$ cat config.mk
export PLATFORM = sky130hd
export DESIGN_NAME = store_rmw_unit
export DESIGN_NICKNAME = d
export VERILOG_FILES = /design/src/rtl/store_rmw_unit.sv
export SDC_FILE = /design/constraint.sdc
export NUM_CORES = 1
export LEC_CHECK = 0
export CAP_MARGIN = 15
export CELL_PAD_IN_SITES_DETAIL_PLACEMENT = 1
export CELL_PAD_IN_SITES_GLOBAL_PLACEMENT = 1
export CORE_MARGIN = 2
export CORE_UTILIZATION = 26
export CTS_CLUSTER_SIZE = 28
export DETAILED_ROUTE_END_ITERATION = 6
export GPL_ROUTABILITY_DRIVEN = 0
export PLACE_DENSITY = 0.91
export SLEW_MARGIN = 25
export SYNTH_ARGS = -nofsm -noshare
export SYNTH_HDL_FRONTEND = slang
export SYNTH_SLANG_ARGS = --single-unit
$ cat constraint.sdc
create_clock -name clk -period 3.15 [get_ports clk]
set_input_delay 0.7875 -clock clk [delete_from_list [all_inputs] [get_ports clk]]
set_output_delay 0.7875 -clock clk [all_outputs]
set_load 0.02 [all_outputs]
$ cat src/rtl/store_rmw_unit.sv
// Read-modify-write sequencer for sw/sh/sb in the multicycle datapath.
// Sub-word stores read the target word into mdr_q for the external merge stage; word stores write directly.
module store_rmw_unit #(
  parameter int ADDR_W  = 32,
  parameter int DATA_W  = 32,
  parameter int MEM_LAT = 1
) (
  input  logic              clk,
  input  logic              reset,
  input  logic              start,
  input  logic [1:0]        size,
  input  logic [ADDR_W-1:0] addr,
  output logic              busy,
  output logic              done,
  output logic [ADDR_W-1:0] mem_addr,
  output logic              mem_rd,
  output logic              mem_wr,
  input  logic [DATA_W-1:0] mem_rdata,
  output logic [DATA_W-1:0] mem_wdata,
  output logic [DATA_W-1:0] mdr_q,
  output logic [1:0]        ssize_ctrl,
  input  logic [DATA_W-1:0] merged_in
);

  localparam int LAT_W = (MEM_LAT > 1) ? $clog2(MEM_LAT) : 1;
  localparam logic [LAT_W-1:0] LAT_LAST = LAT_W'(MEM_LAT - 1);

  typedef enum logic [2:0] {
    S_IDLE,
    S_READ,
    S_CAPTURE,
    S_WRITE,
    S_DONE
  } state_t;

  state_t            state_q;
  state_t            state_d;
  logic [ADDR_W-1:0] addr_q;
  logic [1:0]        size_q;
  logic [LAT_W-1:0]  lat_cnt;
  logic              accept;
  logic              sub_word;

  assign accept   = (state_q == S_IDLE) && start;
  assign sub_word = (size == 2'b01) || (size == 2'b10);

  // NOTE: sequential state uses non-blocking assignments so every register
  // samples pre-edge values regardless of process evaluation order.
  always_ff @(posedge clk or posedge reset) begin
    if (reset) begin
      state_q <= S_IDLE;
    end else begin
      state_q <= state_d;
    end
  end

  // NOTE: mdr_q is a single register, not a RAM, so it takes the async reset
  // like everything else; it is deliberately not cleared on word stores.
  always_ff @(posedge clk or posedge reset) begin
    if (reset) begin
      addr_q  <= '0;
      size_q  <= '0;
      lat_cnt <= '0;
      mdr_q   <= '0;
    end else begin
      if (accept) begin
        addr_q  <= addr;
        size_q  <= size;
        lat_cnt <= '0;
      end else if ((state_q == S_READ) && (lat_cnt != LAT_LAST)) begin
        lat_cnt <= lat_cnt + 1'b1;
      end
      if (state_q == S_CAPTURE) begin
        mdr_q <= mem_rdata;
      end
    end
  end

  // NOTE: every output of this block gets a default first, so no path through
  // the case statement can leave a value held and infer a latch.
  always_comb begin
    state_d = state_q;
    busy    = 1'b1;
    done    = 1'b0;
    mem_rd  = 1'b0;
    mem_wr  = 1'b0;
    unique case (state_q)
      S_IDLE: begin
        busy = 1'b0;
        if (start) begin
          state_d = sub_word ? S_READ : S_WRITE;
        end
      end
      S_READ: begin
        mem_rd = 1'b1;
        if (lat_cnt == LAT_LAST) begin
          state_d = S_CAPTURE;
        end
      end
      S_CAPTURE: begin
        mem_rd  = 1'b1;
        state_d = S_WRITE;
      end
      S_WRITE: begin
        mem_wr  = 1'b1;
        state_d = S_DONE;
      end
      S_DONE: begin
        done    = 1'b1;
        state_d = S_IDLE;
      end
      default: begin
        busy    = 1'b0;
        state_d = S_IDLE;
      end
    endcase
  end

  assign mem_addr   = addr_q;
  assign mem_wdata  = merged_in;
  // Size code 11 is a word store; the merge stage only ever sees 00/01/10.
  assign ssize_ctrl = (size_q == 2'b11) ? 2'b00 : size_q;

  a_strobes_exclusive : assert property (@(posedge clk) disable iff (reset)
    !(mem_rd && mem_wr));
  a_done_single_cycle : assert property (@(posedge clk) disable iff (reset)
    done |=> !done);

endmodule

==> metrics.txt, run 1 <==
cells after synthesis 198; worst endpoint data arrival time 1860 ps; Hold Buf Count CTS 0; Synth cell types 21; Synth Flop Type dfrtp_1; GRT Overall Usage 0.119; Setup Skew 4.86 ps; CP Launch Point state_q[0]; Worst Hold Class register to register; Yosys warnings 0; async set or reset register ratio after synthesis 1.00; clk buf depth 2; Via Count 1946; Slowest-stage cell, CP clkdlybuf4s50_1; Placed Area 4290 sq um; Leak 1.86 nW; CTS resizes 0; initial DRC count 46; effective utilization at floorplan 0.264; CTS tree done; cell taking the most area after synthesis dfrtp_1; top-area cell type share of the netlist area 0.587; Reg-to-Reg Start state_q[1]; CP max stage delay 650 ps; ratio of cells with drive above 1 in the final layout 0.261; FF-to-FF End mdr_q[25]; final WL 7.27 mm; die height 111 um; peak supply drop 0.000441 V; die area 12400 sq um; top cells by area, synth dfrtp_1, mux2_2, buf_4; drt pass-1 iters 2; final instance area 4630 sq um; fin crit share 0.842; htree depth 3; Vias/cell 4.26; crit path time final 2650 ps; top-count cell post-synth dfrtp_1; first-pass GRT wire length 11.6 mm; CP endpoint busy; Final HPWL DP 5.59 mm; FF+latch count, synth 70; ordered cell list for the critical path nor2_1 > xnor2_1 > clkdlybuf4s50_1; cell depth of the worst flop-to-flop path 3; critical path endpoint category primary output; DRC violation count after routing 0; setup violation total in the final timing report 0; row count 39; setup TNS 0 ps; I/O pins 203; Synth top cells by count dfrtp_1, mux2_2, buf_4; Fmax achieved 0.377 GHz; CTS Root Cell clkbuf_16; core area 11300 sq um; critical path buffer and inverter count 1; largest net degree at the start of global routing 48; max_cap viols 0; Seq/Total Area, Yosys 0.587; Slew Limit Fails 0; worst skew pair latency 320 ps; total congestion overflow 0; Crit Path Class register to primary output; Slew headroom 0.473; CP required 2360 ps; Routed Antenna Nets 0; syn_area_per_cell 15.1 sq um; post-CTS setup buffers 0; RSZ-0062 raised after global routing false; vias in the first global route 2289; WP depth 3; number of diodes 0; R2R Setup Slk 1130 ps; Crit Path Max Fanout 11; Worst Max-Slew Pin Slew 790 ps; power per cell area 1170 nW/um^2; DR WL/cell 15.9 um; filler instances 1165; Setup crit start kind register; CP top delay family buffers and inverters; Clock Pin Slew Worst Setup and Hold Paths 60 ps; Nets 410; Die W 111 um; Final Hold Viols 0; number of enable flip-flop cells after synthesis 0; layout overhead on the synthesized area 55.2%; post-synth net total 299; PortBufs 138; CTS sink cnt 70; initial antenna violation count 0; outcome complete, no violations; Cell Area, Synth 2990 sq um; total CTS buffers 9
==> state kept, by name, indices dropped and copies added, names as in the netlist <==
signal / count
lat_cnt: 1
mdr_q: 32
size_q: 2
state_q: 3
mem_addr: 32
==> worst min-delay path by stage <==
stage / endpoint / slack (ps) / startpoint / depth (start not counted)
global placement: mem_addr[25] / 470 / mem_addr[25] / 1
finish: mdr_q[4] / 490 / mdr_q[4] / 1
global route: mem_addr[0] / 510 / mem_addr[0] / 1
CTS: mdr_q[4] / 500 / mdr_q[4] / 1
detailed placement: mdr_q[4] / 480 / mdr_q[4] / 1
floorplan: lat_cnt / 490 / lat_cnt / 1
==> kinds of logic (layout without fill, tap and decap cells) <==
family | count (synthesis) | after routing | share of synthesized area
AOI/OAI and AO/OA | 3 | 3 | 0.00838
xor gates and xnor gates | 3 | 3 | 0.00880
buffers and inverters | 42 | 158 | 0.108
DFF | 70 | 70 | 0.587
muxes | 66 | 66 | 0.249
and+or+nand+nor | 14 | 14 | 0.0394
==> cell usage in the layout (no fill, tap or decap) <==
| master | instances |
|---|---|
| nor3b_4 | 1 |
| dfrtp_1 | 70 |
| o31a_1 | 1 |
| xnor2_1 | 3 |
| inv_2 | 1 |
| and2_1 | 1 |
| mux2_2 | 60 |
| nor4b_4 | 1 |
| mux2_1 | 6 |
| nand2b_1 | 1 |
| and3b_1 | 2 |
| clkinvlp_4 | 3 |
| nor4b_1 | 1 |
| nor2b_1 | 2 |
| nor3_1 | 1 |
| buf_12 | 3 |
| clkbuf_16 | 9 |
| nor3b_1 | 1 |
| a211oi_1 | 1 |
| bufinv_16 | 3 |
| a211o_1 | 1 |
| inv_6 | 1 |
| clkdlybuf4s50_1 | 138 |
| nor2_1 | 3 |
==> layer usage <==
metal	GRT usage	wire length, um
met5	0	0
met4	0.0412	74
met3	0.0607	785
met2	0.211	3790
met1	0.120	2620
==> final cells by class <==
| cell class | count | area (sq um) | area share |
|---|---|---|---|
| flip-flops and latches | 70 | 1750 | 0.378 |
| repair buffers | 141 | 1440 | 0.311 |
| multi-input cells | 86 | 912 | 0.197 |
| clock buffers | 9 | 225 | 0.0486 |
| well taps | 143 | 179 | 0.0386 |
| clock inverters | 7 | 121 | 0.0262 |
| inverters | 1 | 3.75 | 0.000810 |
==> through the flow <==
step           power (W)  worst slack [ps]  instances  hold slack, ps  utilization
2_1_floorplan    0.00315               594        198             494            -
3_3_place_gp     0.00423               744        441             469        0.379
3_5_place_dp     0.00434               682        441             482        0.379
4_1_cts          0.00553               455        457             495        0.409
5_1_grt          0.00573               331        457             513        0.409
6_report         0.00542               498        457             487        0.409
==> power breakdown <==
| group | switching [W] | total, W | internal [W] |
|---|---|---|---|
| Clock | 0.000376 | 0.00115 | 0.000775 |
| Sequential | 0.000294 | 0.00166 | 0.00136 |
| Combinational | 0.00116 | 0.00261 | 0.00145 |
Note: power is estimated with default switching activity, not from simulation.
==> run 2: changes to the inputs <==
Clock period 3.15 ns to 2.6 ns, I/O delays scaled along.
==> run 2 against run 1 <==
Against the previous run: worst setup slack got worse by 350 ps; sequential share of layout area up 0.79 points; count of clock-buffer cells in the layout increased by 5; die area unchanged; largest cell class unchanged; sequential power grew 22%; register-to-register slack lost 210 ps; cell count is 0.44% higher; utilization is 0.81 points lower; via count is 0.31% higher; final area is 2.0% lower; largest power group unchanged; sequential cell count is the same; non-clock buffer count increased by 3.
==> metrics.txt, run 2 (synthesis gave the netlist of run 1 again) <==
outcome complete, no violations; effective utilization at floorplan 0.264 (unchanged); Tot Pwr 0.00626 W (+16%); vias in the first global route 2361 (+3.1%); WL met1 2.53 mm (-3.4%); cell internal pwr 0.00409 W (+14%); max_cap viols 0 (unchanged); Worst Max-Slew Pin Slew 512 ps (-277 ps); sw frac 0.348 (+0.0102); RSZ-0062 raised after global routing false; die height 111 um (unchanged); CTS sink cnt 70 (unchanged); Slew headroom 0.659 (+0.185); initial antenna violation count 0 (unchanged); Comb pwr share 0.501 (+0.019); Clock Pin Slew Worst Setup and Hold Paths 50 ps (about the same); worst endpoint data arrival time 1810 ps (-50 ps); Routed Antenna Nets 0 (unchanged); commonest non-fill, non-tap cell in the layout clkdlybuf4s50_1; Fmax achieved 0.407 GHz; Layout Cells excl Fill 459 (+0.44%); Placed Area 4270 sq um (-0.35%); Final HPWL DP 5.82 mm (+4.2%); Slew Limit Fails 0 (unchanged); sequential share of power 0.322 (+0.016); WHS 496 ps (+8.97 ps); Vias/cell 4.25 (-0.13%); core area 11300 sq um (unchanged); final WL 7.47 mm (+2.8%); GRT Overall Usage 0.128 (+0.00892); peak supply drop 0.000504 V (+14%); Crit Path Class register to primary output; hold path cells 1 (unchanged); htree depth 3 (unchanged); layout overhead on the synthesized area 52.2%; crit path time final 2460 ps; most frequent cells in the layout clkdlybuf4s50_1, dfrtp_1, mux2_2; ratio of cells with drive above 1 in the final layout 0.259 (-0.00165); final instance area 4540 sq um (-2.0%); WL met2 3.97 mm (+4.7%); total congestion overflow 0 (unchanged); setup violation total in the final timing report 0 (unchanged); critical path endpoint category primary output; CP Launch Point state_q[1]; row count 39 (unchanged); Clk pwr share 0.177 (-0.035); Final Hold Viols 0 (unchanged); CP required 1950 ps (-410 ps); total CTS buffers 9 (unchanged); initial DRC count 34 (-26%); DRC violation count after routing 0 (unchanged); Reg-to-Reg Start state_q[2]; drt pass-1 iters 3 (+1); I/O pins 203 (unchanged); clk buf depth 2 (unchanged); fin crit share 0.945; PortBufs 138 (unchanged); first-pass GRT wire length 12.3 mm (+5.3%); Via Count 1952 (+0.31%); cell depth of the worst flop-to-flop path 3 (unchanged); power per cell area 1380 nW/um^2 (+18%); DR WL/cell 16.3 um (+2.3%); Setup Skew 4.18 ps (-0.674 ps); Setup crit start kind register; number of diodes 0 (unchanged); top sig layer met4; Net Sw Power 0.00218 W (+19%); largest net degree at the start of global routing 41 (-15%); worst skew pair latency 320 ps (about the same); metal3 WL 892 um (+14%); post-CTS setup buffers 0 (unchanged); hold_sp mdr_q[4]; Worst Hold Class register to register; Nets 413 (+0.73%); CTS Root Cell clkbuf_16; setup TNS 0 ps (unchanged); Crit Path Max Fanout 10 (-1); Leak 1.84 nW (-1.2%); Die W 111 um (unchanged); die area 12400 sq um (unchanged); CTS tree done; Placed Instances 444 (+0.68%)
## run 2: what timing repair did
item,4_1_cts,5_1_grt
gates resized for setup,0,1
hold buffers,0,0
endpoints found under the hold margin,0,0
setup endpoints to repair,0,2
## run 2: path summary, 6_finish.rpt
kind	slack (ps)	end
setup reg to reg	920	mem_addr[28]
min in group asynchronous	730	mdr_q[20]
hold / removal	500	mdr_q[4]
max in group asynchronous	1430	state_q[0]
hold reg to reg	500	mdr_q[4]
setup / recovery	140	busy
## run 2: power groups by stage
| stage | Sequential, W | Combinational, W | Clock [W] |
|---|---|---|---|
| 5_1_grt | 0.00211 | 0.00334 | 0.00122 |
| 3_3_place_gp | 0.00199 | 0.00311 | 0 |
| 4_1_cts | 0.00203 | 0.00321 | 0.00115 |
| 3_5_place_dp | 0.00204 | 0.00320 | 0 |
| 2_1_floorplan | 0.00257 | 0.00125 | 0 |
| 6_report | 0.00202 | 0.00314 | 0.00111 |
## run 2: critical path, cell delays in order, from the launching register on
cell             delay, ps
dfrtp_1                510
nor2_1                 210
xnor2_1                140
clkdlybuf4s50_1        640
## run 2: layer usage
layer | global-route usage | up-vias
met5 | 0 | -
met4 | 0.0387 | 0
met3 | 0.0733 | 7
met2 | 0.231 | 110
met1 | 0.123 | 961
li1 | - | 874
## run 2: stage by stage
step                worst slack (ps)  utilization
floorplan                        182            -
global placement                 386        0.377
detailed placement               324        0.377
CTS                             24.4        0.401
global route                    17.1        0.401
finish                           144        0.401
## run 2: cell type report
cell class	count	area [sq um]
clock buffer	14	264
clock inverter	1	5.00
fill	1196	6780
inverter	1	3.75
multi-input combinational	86	912
sequential	70	1750
tap	143	179
timing repair buffer	144	1430
==> run 3: changes to the inputs <==
--- a/constraint.sdc
+++ b/constraint.sdc
@@ -3,2 +3,2 @@
 set_output_delay 0.65 -clock clk [all_outputs]
-set_load 0.02 [all_outputs]
+set_load 0.01 [all_outputs]
==> run 3 against run 2 <==
Against the previous run: critical path depth did not move; worst setup slack improved by 50 ps; register-to-register slack got worse by 50 ps; fmax rose by 2.1%; die area did not move; sequential share of layout area fell by 0.33 points; power fell by 4.9%; sequential power barely moved; cell count fell by 0.22%; count of clock-buffer cells in the layout fell by 3; critical endpoint unchanged; largest cell class unchanged.
==> metrics.txt, run 3 (synthesis gave the netlist of run 1 again) <==
total CTS buffers 9 (unchanged); CTS tree done; worst skew pair latency 330 ps (about the same); layout overhead on the synthesized area 53.5%; Hold Buf Count CTS 0 (unchanged); top sig layer met4; Routed Antenna Nets 0 (unchanged); power per cell area 1300 nW/um^2 (-5.7%); Hold Path Sink mem_addr[2]; CP required 1950 ps (about the same); cell depth of the worst flop-to-flop path 3 (unchanged); fin crit share 0.926 (-0.0191); critical path endpoint category primary output; GRT Overall Usage 0.122 (-0.00571); max_cap viols 0 (unchanged); die area 12400 sq um (unchanged); Die W 111 um (unchanged); DR WL/cell 16.0 um (-1.9%); I/O pins 203 (unchanged); Worst Max-Slew Pin Slew 514 ps (+2.22 ps); metal3 WL 873 um (-2.1%); WL met1 2.56 mm (+1.3%); final WL 7.31 mm (-2.1%); Setup Skew 9.12 ps (+4.94 ps); total congestion overflow 0 (unchanged); vias in the first global route 2273 (-3.7%); Slew headroom 0.657 (-0.00148); die height 111 um (unchanged); largest net degree at the start of global routing 41 (unchanged); Final Hold Viols 0 (unchanged); effective utilization at floorplan 0.264 (unchanged); most frequent cells in the layout clkdlybuf4s50_1, dfrtp_1, mux2_2; WL met2 3.78 mm (-4.8%); ratio of cells with drive above 1 in the final layout 0.267 (+0.00717); critical path buffer and inverter count 1 (unchanged); htree depth 3 (unchanged); Fmax achieved 0.416 GHz (+2.1%); peak supply drop 0.000526 V (+4.2%); CTS resizes 0 (unchanged); CTS Root Cell clkbuf_16; setup TNS 0 ps (unchanged); clk buf depth 2 (unchanged); core area 11300 sq um (unchanged); FF-to-FF End mdr_q[14]; number of diodes 0 (unchanged); Tot Pwr 0.00596 W (-4.9%); PortBufs 138 (unchanged); Setup crit start kind register; Slew Limit Fails 0 (unchanged); hold path cells 1 (unchanged); Worst Hold Class register to register; drt pass-1 iters 4 (+1); CP top delay family buffers and inverters; outcome complete, no violations; crit path time final 2410 ps (-49.8 ps); row count 39 (unchanged); CP max stage delay 580 ps (-60 ps); Slowest-stage cell, CP clkdlybuf4s50_1; initial DRC count 41 (+21%); CTS sink cnt 70 (unchanged); Nets 411 (-0.48%); Final HPWL DP 5.61 mm (-3.7%); worst endpoint data arrival time 1760 ps (-50 ps); Clock Pin Slew Worst Setup and Hold Paths 60 ps (about the same); Leak 1.85 nW (+0.20%); first-pass GRT wire length 11.7 mm (-4.4%); hold_sp mem_addr[2]; initial antenna violation count 0 (unchanged); DRC violation count after routing 0 (unchanged); commonest non-fill, non-tap cell in the layout clkdlybuf4s50_1; ordered cell list for the critical path nor2_1 > xnor2_1 > clkdlybuf4s50_1; post-CTS setup buffers 0 (unchanged); Via Count 1973 (+1.1%); RSZ-0062 raised after global routing false; Crit Path Class register to primary output; Crit Path Max Fanout 10 (unchanged); setup violation total in the final timing report 0 (unchanged); Reg-to-Reg Start state_q[1]; R2R Setup Slk 870 ps (-50 ps); Vias/cell 4.31 (+1.3%)
==> run 3: cell count changes in the layout (fill, tap and decap cells not counted), sizes merged <==
cell	change
bufinv	+1
buf	-2
clkinvlp	+3
clkbuf	-3
==> run 3: routing by layer <==
layer  vias up  track usage
li1        868            -
met1       982        0.119
met2       113        0.214
met3        10       0.0722
met4         0       0.0436
met5         -            0
==> run 3: power breakdown <==
part,leakage (nW),internal (W),switching (W)
Combinational,0.873,0.00173,0.000951
Sequential,0.828,0.00166,0.000367
Clock,0.144,0.000793,0.000462
Total,1.85,0.00418,0.00178
==> run 3: worst max path at each step <==
stage               startpoint     endpoint  slack [ps]  cells past startpoint
floorplan                reset      lat_cnt         180                      1
global placement         start  mem_addr[3]         340                      4
detailed placement       start  mem_addr[5]         240                      4
CTS                 state_q[0]         busy         100                      3
global route        state_q[1]         busy          70                      3
finish              state_q[1]         busy         190                      3
==> run 3: per-stage QoR <==
stage	instances	instance area (sq um)	setup slack [ps]	hold WS (ps)	utilization
after floorplan	198	2990	182	494	-
after CTS	458	4580	98.0	496	0.405
final	458	4580	193	493	0.405
after detailed placement	442	4270	240	483	0.377
after global placement	442	4270	336	471	0.377
after global routing	458	4580	67.2	516	0.405
==> run 3: area by class of cell <==
class	instances	area (sq um)
fill	1196	6740
sequential	70	1750
timing repair buffer	142	1420
multi-input combinational	86	912
clock buffer	11	253
tap	143	179
clock inverter	5	57.6
inverter	1	3.75
==> run 3: worst reg2reg max path: cells and delay by family (launching register included) <==
| kind | cells | cell delay (ps) |
|---|---|---|
| multiplexers | 1 | 420 |
| flip-flops | 1 | 550 |
| AND/OR/NAND/NOR | 1 | 240 |
| buffers and inverters | 1 | 390 |
